**src/rtl/circular_line_buffer.sv**
```systemverilog
// Circular line buffer between the input feeder and the PE array: PAR_WRITE elements in per
// write handshake, one element out per read handshake, first-word-fall-through ordering.
module circular_line_buffer #(
  parameter int DATA_WIDTH = 16,
  parameter int DEPTH      = 8,
  parameter int PAR_WRITE  = 1,
  parameter int AF_LEVEL   = DEPTH - 1,
  parameter int ADDR_W     = $clog2(DEPTH),
  parameter int CNT_W      = $clog2(DEPTH + 1)
) (
  input  logic                            clk,
  input  logic                            rst_n,
  input  logic                            flush,
  input  logic                            wr_valid,
  output logic                            wr_ready,
  input  logic [PAR_WRITE*DATA_WIDTH-1:0] wr_data,
  output logic                            rd_valid,
  input  logic                            rd_ready,
  output logic [DATA_WIDTH-1:0]           rd_data,
  output logic [CNT_W-1:0]                count,
  output logic                            empty,
  output logic                            full,
  output logic                            almost_full
);

  localparam int SUM_W = ADDR_W + 1;

  logic [DATA_WIDTH-1:0] mem [DEPTH];
  logic [ADDR_W-1:0]     wp;
  logic [ADDR_W-1:0]     rp;
  logic                  push;
  logic                  pop;
  logic [CNT_W:0]        count_ext;
  logic [CNT_W:0]        free_ext;
  logic [CNT_W:0]        count_next;
  logic                  cnt_msb_unused;

  // DEPTH need not be a power of two, so wrap by compare/subtract rather than truncation.
  function automatic logic [ADDR_W-1:0] wrap_add(input logic [ADDR_W-1:0] ptr, input int inc);
    logic [SUM_W-1:0] sum;
    sum = {1'b0, ptr} + SUM_W'(inc);
    if (sum >= SUM_W'(DEPTH)) sum = sum - SUM_W'(DEPTH);
    return sum[ADDR_W-1:0];
  endfunction

  assign count_ext = {1'b0, count};
  assign free_ext  = (CNT_W+1)'(DEPTH) - count_ext;

  // Status depends on registered count only: no path from rd_ready/wr_valid to wr_ready.
  assign wr_ready    = (free_ext >= (CNT_W+1)'(PAR_WRITE));
  assign rd_valid    = (count != '0);
  assign empty       = (count == '0);
  assign full        = (count == CNT_W'(DEPTH));
  assign almost_full = (count_ext >= (CNT_W+1)'(AF_LEVEL));
  assign rd_data     = rd_valid ? mem[rp] : '0;

  assign push = wr_valid & wr_ready;
  assign pop  = rd_valid & rd_ready;

  assign count_next = count_ext
                    + (push ? (CNT_W+1)'(PAR_WRITE) : '0)
                    - (pop  ? (CNT_W+1)'(1)         : '0);
  assign cnt_msb_unused = count_next[CNT_W];

  always_ff @(posedge clk or negedge rst_n) begin
    if (!rst_n) begin
      wp    <= '0;
      rp    <= '0;
      count <= '0;
    end else if (flush) begin
      wp    <= '0;
      rp    <= '0;
      count <= '0;
    end else begin
      if (push) wp <= wrap_add(wp, PAR_WRITE);
      if (pop)  rp <= wrap_add(rp, 1);
      count <= count_next[CNT_W-1:0];
    end
  end

  // wr_ready guarantees the written slots never include rp while data is stored.
  always_ff @(posedge clk or negedge rst_n) begin
    if (!rst_n) begin
      for (int j = 0; j < DEPTH; j++) mem[j] <= '0;
    end else if (push && !flush) begin
      for (int i = 0; i < PAR_WRITE; i++)
        mem[wrap_add(wp, i)] <= wr_data[i*DATA_WIDTH +: DATA_WIDTH];
    end
  end

endmodule

```
**config.mk**
```make
export PLATFORM = sky130hd
export DESIGN_NAME = circular_line_buffer
export DESIGN_NICKNAME = d
export VERILOG_FILES = /design/src/rtl/circular_line_buffer.sv
export SDC_FILE = /design/constraint.sdc
export NUM_CORES = 1
export LEC_CHECK = 0
export BUFFER_PORTS_ARGS = -buffer_cell sky130_fd_sc_hd__buf_2
export CORE_MARGIN = 4
export CORE_UTILIZATION = 26
export CTS_CLUSTER_SIZE = 40
export DETAILED_ROUTE_END_ITERATION = 8
export SETUP_SLACK_MARGIN = 0.4
export SYNTH_ARGS = -nofsm -noshare
export SYNTH_HDL_FRONTEND = slang
export SYNTH_SLANG_ARGS = --single-unit
```
**constraint.sdc**
```tcl
create_clock -name clk -period 2.35 [get_ports clk]
set_input_delay 0 -clock clk [delete_from_list [all_inputs] [get_ports clk]]
set_output_delay 0 -clock clk [all_outputs]
set_load 0.01 [all_outputs]
```
==> results of run 1 <==
cell families (layout without fill, tap and decap cells):
family          count (synthesis)  after routing  share of synthesized area [%]
buf+inv                        36            164                           3.39
mux                           176            176                           36.0
flops                         138            138                           52.2
fa+ha+maj                      13             13                           2.57
xor+xnor                        5              5                          0.662
compound gates                  9              9                           1.02
simple gates                   50             50                           4.13
worst max-delay path, stage by stage (launching register included):
cell and delay [ps]:
dfrtp_2 430, inv_2 80, ha_4 200, nor3_4 200, o211a_4 200, buf_6 110
buf_12 110, inv_8 40, buf_4 120, buf_6 110, nand3_4 100, buf_12 160
mux2_4 310
state kept, by name, indices dropped and copies added, names as in the netlist:
register and flops:
count 4, mem 128, rp 3, wp 3
how the worst min path moves through the flow:
stage / startpoint / to / cells past startpoint / slack, ps
global placement: rst_n / mem[54]$_DFFE_PN0P_ / 1 / 150
finish: flush / count[3]$_DFF_PN0_ / 2 / -50
global route: flush / count[1]$_DFF_PN0_ / 2 / -40
CTS: flush / count[2]$_DFF_PN0_ / 2 / -70
detailed placement: rst_n / mem[6]$_DFFE_PN0P_ / 1 / 170
floorplan: rst_n / count[0]$_DFF_PN0_ / 0 / -300
power by group through the flow:
stage          clock network, mW  registers, mW  logic [mW]
2_1_floorplan                  0           3.29        2.15
3_3_place_gp                   0           3.32        3.12
3_5_place_dp                   0           3.39        3.21
4_1_cts                     2.74           3.39        4.29
5_1_grt                     2.83           3.48        4.72
6_report                    2.70           3.41        4.37
routing by layer:
metal | vias to the layer above | GRT usage [%]
met4 | 0 | 3.71
met5 | - | 0
met3 | 25 | 3.45
li1 | 1793 | -
met1 | 2197 | 17.7
met2 | 91 | 21.7
timing repair:
item,CTS,global route
pin swaps,6,11
resized for setup,154,26
setup buffers,24,2
endpoints found under the setup margin,150,152
cloned,7,0
endpoints found under the hold margin,196,6
cell usage in the layout (no fill, tap or decap), drive strengths merged, types with 2 or more instances in the layout:
cell type    synthesis  final
a21oi                3      3
and3                 3      3
buf                 15    102
bufinv               0      3
clkbuf               9     18
clkinv               2      6
clkinvlp             0      5
dfrtp              138    138
dlygate4sd3          0     20
ha                  12     12
inv                 10     10
mux2               128    128
mux2i               16     16
mux4                32     32
nand2                5      5
nand3                6      6
nor2                23     23
nor2b                2      2
nor3                 2      2
nor4b                2      2
o21ai                2      2
xor2                 5      5
through the flow:
stage | setup slack (ps) | util [%] | setup TNS (ps) | cell area, sq um | total power, mW
after floorplan | -25.8 | - | -25.8 | 6670 | 5.44
after global placement | 40.4 | 29.6 | 0 | 7430 | 6.43
after detailed placement | 5.89 | 29.6 | 0 | 7430 | 6.60
after CTS | 50.7 | 37.0 | 0 | 9290 | 10.4
after global routing | -12.5 | 37.5 | -28.3 | 9410 | 11.0
final | 55.4 | 37.5 | 0 | 9410 | 10.5
final cells by class:
| class | instances | area (sq um) | share of cell area [%] |
|---|---|---|---|
| inverters | 12 | 70.1 | 0.745 |
| clock buffers | 18 | 439 | 4.67 |
| multi-input cells | 253 | 3530 | 37.5 |
| clock inverters | 12 | 151 | 1.61 |
| repair buffers | 122 | 1350 | 14.3 |
| flip-flops and latches | 138 | 3460 | 36.8 |
| well taps | 330 | 413 | 4.39 |
==> results.md, run 1 <==
* Largest net degree at the start of global routing at 63
* Vias in the first global route at 4,724
* DR WL met3 at 844 microns
* Worst-case hold slack at -54.0 ps
* Async set-reset flop share out of synthesis at 100%
* Initial Utilization at 26.3%
* Min-delay worst type: in2reg
* Endpoints failing hold at 7
* Clock Pin Slew Worst Setup and Hold Paths at 60 ps
* Worst slew pin tran at 882 ps
* Share of cells above drive strength 1 at 60.4%
* FF+latch count, synth at 138
* CTS Buffer Depth at 2
* Ys Warns at 0
* Crit end category: flop
* Commonest cells in the netlist: dfrtp_1 (138), mux2_2 (113), mux4_2 (32), nor2_1 (23), mux2i_1 (16)
* Biggest area consumer among synthesized cells: dfrtp_1
* DIE WIDTH at 167 microns
* Fin crit period at 2290 ps
* # DRC at 0
* Non-Filler Instances at 885
* Final Skew at 8.27 ps
* Ys flop type: dfrtp_1
* Number of H-tree levels at 4
* Slew HR at 41.2%
* Fin crit share at 97.6%
* Fill count at 2,399
* Status: finished with violations
* GRT Overall Usage at 13.3%
* # rows at 58
* Syn-to-layout area delta at 42.3%
* DP HPWL at 9.84 mm
* Leakage at 4.35 nW
* Pint at 7.31 mW
* Clock root cell: clkbuf_16
* Grt ovf at 0
* Combinational power share at 41.7%
* CTS tree: yes
* Port Buffers at 45
* First-pass GRT wire length at 28.9 mm
* CORE AREA at 0.0251 sq mm
* Clock insertion delay at the later pin of the skew report at 420 ps
* Initial antenna violation count at 0
* Crit. Startpoint: count[0]$_DFF_PN0_
* Synth top area share at 52.2%
* Die height at 167 microns
* Switching Share at 30.3%
* Avg Inst Size Synth at 15.5 sq um
* Fmax at 0.436 GHz
* Worst IR Drop VDD at 0.536 mV
* Reg-to-reg slack, setup at 60 ps
* Reg2reg path depth at 12
* Syn Std Cell Area at 0.00661 sq mm
* Via count at 4,106
* Max-slew violations at 0
* Startpoint types: flop
* Sequential fraction of design power at 32.6%
* Clk sinks at 138
* Worst path required time at 2650 ps
* Placer congestion estimate at 0.724
* Hold buffers post-CTS at 20
* Antenna diodes at 0
* Critical path type: reg2reg
* DR WL/cell at 20.4 microns
* DR iter-0 viols at 193
* CTS buffer count at 17
* Net load switching power at 3.17 mW
* Power per Cell Area at 1110 mW/mm^2
* End point of the critical path: mem[123]$_DFFE_PN0P_
* Highest Signal Layer: met4
* Final setup fails at 0
* Placed insts at 802
* Reg2reg start: count[0]$_DFF_PN0_
* DRT Wirelength at 18.1 mm
* Sequential share of the synthesized area at 52.2%
* Data arrival time of the worst path at 2590 ps
* Cells after Synth at 427
* Violated checks: negative hold slack
* # IOs at 46
* Top cells by area, synth: dfrtp_1 (52%), mux2_2 (19%), mux4_2 (11%)
* Cell variety after synth at 38
* Layout Nets at 578
* M1 WL at 8.01 mm
* Die area at 0.0280 sq mm
* Critical path fanouts, max at 8
* First-pass detailed-route iteration total at 4
* Number of synthesized flops with an enable pin at 0
* Clock group share of total power at 25.8%
* Via-to-Cell Ratio at 4.64
* Top-count cell post-synth: dfrtp_1
* RSZ-0062 raised after global routing: true
* Max cap viols at 0
* Metal2 WL at 8.91 mm
* Syn Nets at 461
* Antenna viol nets, final at 0
* R2r endpoint: mem[123]$_DFFE_PN0P_
(Power assumes the default switching activity.)
==> inputs of run 2 (changes only) <==
==> constraint.sdc (replaced) <==
create_clock -name clk -period 2.2 [get_ports clk]
set_input_delay 0 -clock clk [delete_from_list [all_inputs] [get_ports clk]]
set_output_delay 0 -clock clk [all_outputs]
set_load 0.01 [all_outputs]
==> run 2 against run 1 <==
Net effect: the run ends with negative hold slack, negative setup slack left; die area did not move; sequential cell count did not move; utilization rose by 0.49 points; sequential power rose by 6.7%; total power rose by 11%; highest routed layer unchanged.
==> results.md, run 2 (same netlist as run 1, synthesis figures left out) <==
* Status: finished with violations
* Violated checks: negative hold slack, negative setup slack
* CP Buf/Inv Count at 3 (-4)
* Stages on worst setup path at 11 (-1)
* Slowest CP cell: fa_2
* Final Skew at 11.8 ps (+3.56 ps)
* Hold buffers post-CTS at 19 (-5.0%)
* First-pass GRT wire length at 29.4 mm (+1.9%)
* Sequential fraction of design power at 31.4% (-1.2 points)
* Top Registers: mem x128, count x4
* Pint at 8.04 mW (+10%)
* Critical path type: reg2reg
* Share of cells above drive strength 1 at 61.5% (+1.1 points)
* Fill count at 2,346 (-2.2%)
* Non-Filler Instances at 893 (+0.90%)
* Slew HR at 46.1% (+4.9 points)
* Setup TNS at -926 ps (-926 ps)
* Clock group share of total power at 23.9% (-1.9 points)
* Die area at 0.0280 sq mm (unchanged)
* Fin crit period at 2300 ps (+6.54 ps)
* Via-to-Cell Ratio at 4.73 (+2.0%)
* Combinational power share at 44.7% (+3.0 points)
* Clock Pin Slew Worst Setup and Hold Paths at 60 ps (about the same)
* Via count at 4,224 (+2.9%)
* Min-delay worst type: in2reg
* Reg2reg start: count[2]$_DFF_PN0_
* Worst IR Drop VDD at 0.622 mV (+16%)
* Max cap viols at 0 (unchanged)
* Crit end category: flop
* CTS tree: yes
* DR WL met3 at 824 microns (-2.4%)
* DR iter-0 viols at 260 (+35%)
* Number of H-tree levels at 4 (unchanged)
* # DRC at 0 (unchanged)
* Max FFs per register at 128 (unchanged)
* Initial antenna violation count at 0 (unchanged)
* DIE WIDTH at 167 microns (unchanged)
* RSZ-0062 raised after global routing: true
* Top reg by flops: mem
* Startpoint types: flop
* Fmax at 0.435 GHz (-0.28%)
* Reg2reg path depth at 11 (-1)
* Clk sinks at 138 (unchanged)
* Most frequent cells in the layout: dfrtp_1 (135), mux2_4 (119), buf_2 (38)
* Syn-to-layout area delta at 44.2%
* Placed insts at 808 (+0.75%)
* Critical path fanouts, max at 4 (-4)
* Initial Utilization at 26.3% (unchanged)
* Most frequent CP cell: ha_4
* Worst-case hold slack at -60.1 ps (-6.06 ps)
* Final setup fails at 50 (+50)
* Fin crit share at 105% (+7.0 points)
* Switching Share at 30.6% (+0.34 points)
* Vias in the first global route at 4,808 (+1.8%)
* Net load switching power at 3.55 mW (+12%)
* Antenna diodes at 0 (unchanged)
* # rows at 58 (unchanged)
* Die height at 167 microns (unchanged)
* R2r endpoint: count[1]$_DFF_PN0_
* Data arrival time of the worst path at 2650 ps (+60 ps)
* Power per Cell Area at 1220 mW/mm^2 (+9.1%)
* Clock insertion delay at the later pin of the skew report at 410 ps (about the same)
* CTS buffer count at 17 (unchanged)
* CP peak stage delay at 520 ps (+90 ps)
* Worst path cell trace: inv_4 > ha_4 > and4_4 > o211a_4 > nor2_4 > inv_2 > ha_4 > inv_2 > ha_4 > fa_2 > nor2b_4
* Max-slew violations at 0 (unchanged)
* Highest Signal Layer: met4
* End point of the critical path: count[1]$_DFF_PN0_
* Crit. Startpoint: count[2]$_DFF_PN0_
* Final core utilization at 38.0% (+0.49 points)
* DR WL/cell at 21.0 microns (+2.6%)
* Leakage at 4.37 nW (+0.57%)
* Port Buffers at 45 (unchanged)
* DRT Wirelength at 18.7 mm (+3.5%)
* First-pass detailed-route iteration total at 4 (unchanged)
* Layout Nets at 586 (+1.4%)
* Largest net degree at the start of global routing at 63 (unchanged)
* Grt ovf at 0 (unchanged)
* # IOs at 46 (unchanged)
* Worst path required time at 2550 ps (-100 ps)
* GRT Overall Usage at 13.7% (+0.36 points)
* Clock root cell: clkbuf_16
* CTS Buffer Depth at 2 (unchanged)
* Placer congestion estimate at 0.719 (-0.80%)
* Reg-to-reg slack, setup at -100 ps (-160 ps)
* Final worst slack at -101 ps (-157 ps)
* Endpoints failing hold at 7 (unchanged)
* Cell family with most CP delay: adder cells
* M1 WL at 7.96 mm (-0.67%)
* Metal2 WL at 9.58 mm (+7.6%)
* CORE AREA at 0.0251 sq mm (unchanged)
* Post-Place Worst Slack at -162 ps (-168 ps)
* DP HPWL at 9.82 mm (-0.20%)
* Commonest non-fill, non-tap cell in the layout: dfrtp_1
* Antenna viol nets, final at 0 (unchanged)
* Worst slew pin tran at 797 ps (-85.2 ps)
==> run 2: changes by cell type in the layout (fill, tap and decap cells not counted), sizes merged <==
cell,change
buf,+9
bufinv,-1
clkbuf,+5
clkinv,-1
clkinvlp,-2
dlygate4sd3,-1
inv,-1
==> run 2: through the flow <==
stage | power (mW) | instance area (sq um)
final | 11.6 | 9530
after CTS | 11.4 | 9400
after global placement | 6.94 | 7500
after detailed placement | 7.14 | 7500
after global routing | 12.2 | 9530
after floorplan | 5.81 | 6670
==> run 2: timing repair <==
action	CTS	global route
gates cloned	9	0
buffers inserted	22	5
endpoints found under the hold margin	274	5
endpoints found under the setup margin	152	154
pin swaps	8	6
gates resized for setup	170	20
==> run 2: metal layers <==
metal | vias up | GRT usage (%)
met2 | 110 | 23.0
met4 | 0 | 4.13
met3 | 26 | 3.02
met5 | - | 0
met1 | 2270 | 17.8
li1 | 1818 | -
==> run 2: cell type report <==
type / instances / area (sq um) / area share, %
clock buffers: 23 / 478 / 5.02
clock inverters: 7 / 92.6 / 0.972
inverters: 12 / 72.6 / 0.761
multi-input cells: 253 / 3570 / 37.5
flip-flops and latches: 138 / 3460 / 36.3
well taps: 330 / 413 / 4.33
repair buffers: 130 / 1440 / 15.2
==> run 2: worst min-delay path by stage <==
stage,slack [ps],to,depth (start not counted),start
3_5_place_dp,-60,mem[38]$_DFFE_PN0P_,1,rst_n
4_1_cts,-100,count[3]$_DFF_PN0_,2,flush
5_1_grt,-50,count[1]$_DFF_PN0_,2,flush
3_3_place_gp,-60,mem[54]$_DFFE_PN0P_,1,rst_n
6_report,-60,count[3]$_DFF_PN0_,2,flush
2_1_floorplan,-300,count[0]$_DFF_PN0_,0,rst_n
==> run 2: power groups by stage <==
stage          sequential [mW]  clock [mW]  combinational (mW)
6_report                  3.64        2.77                5.18
5_1_grt                   3.71        2.95                5.55
4_1_cts                   3.62        2.82                4.99
3_5_place_dp              3.62           0                3.52
3_3_place_gp              3.54           0                3.40
2_1_floorplan             3.51           0                2.30
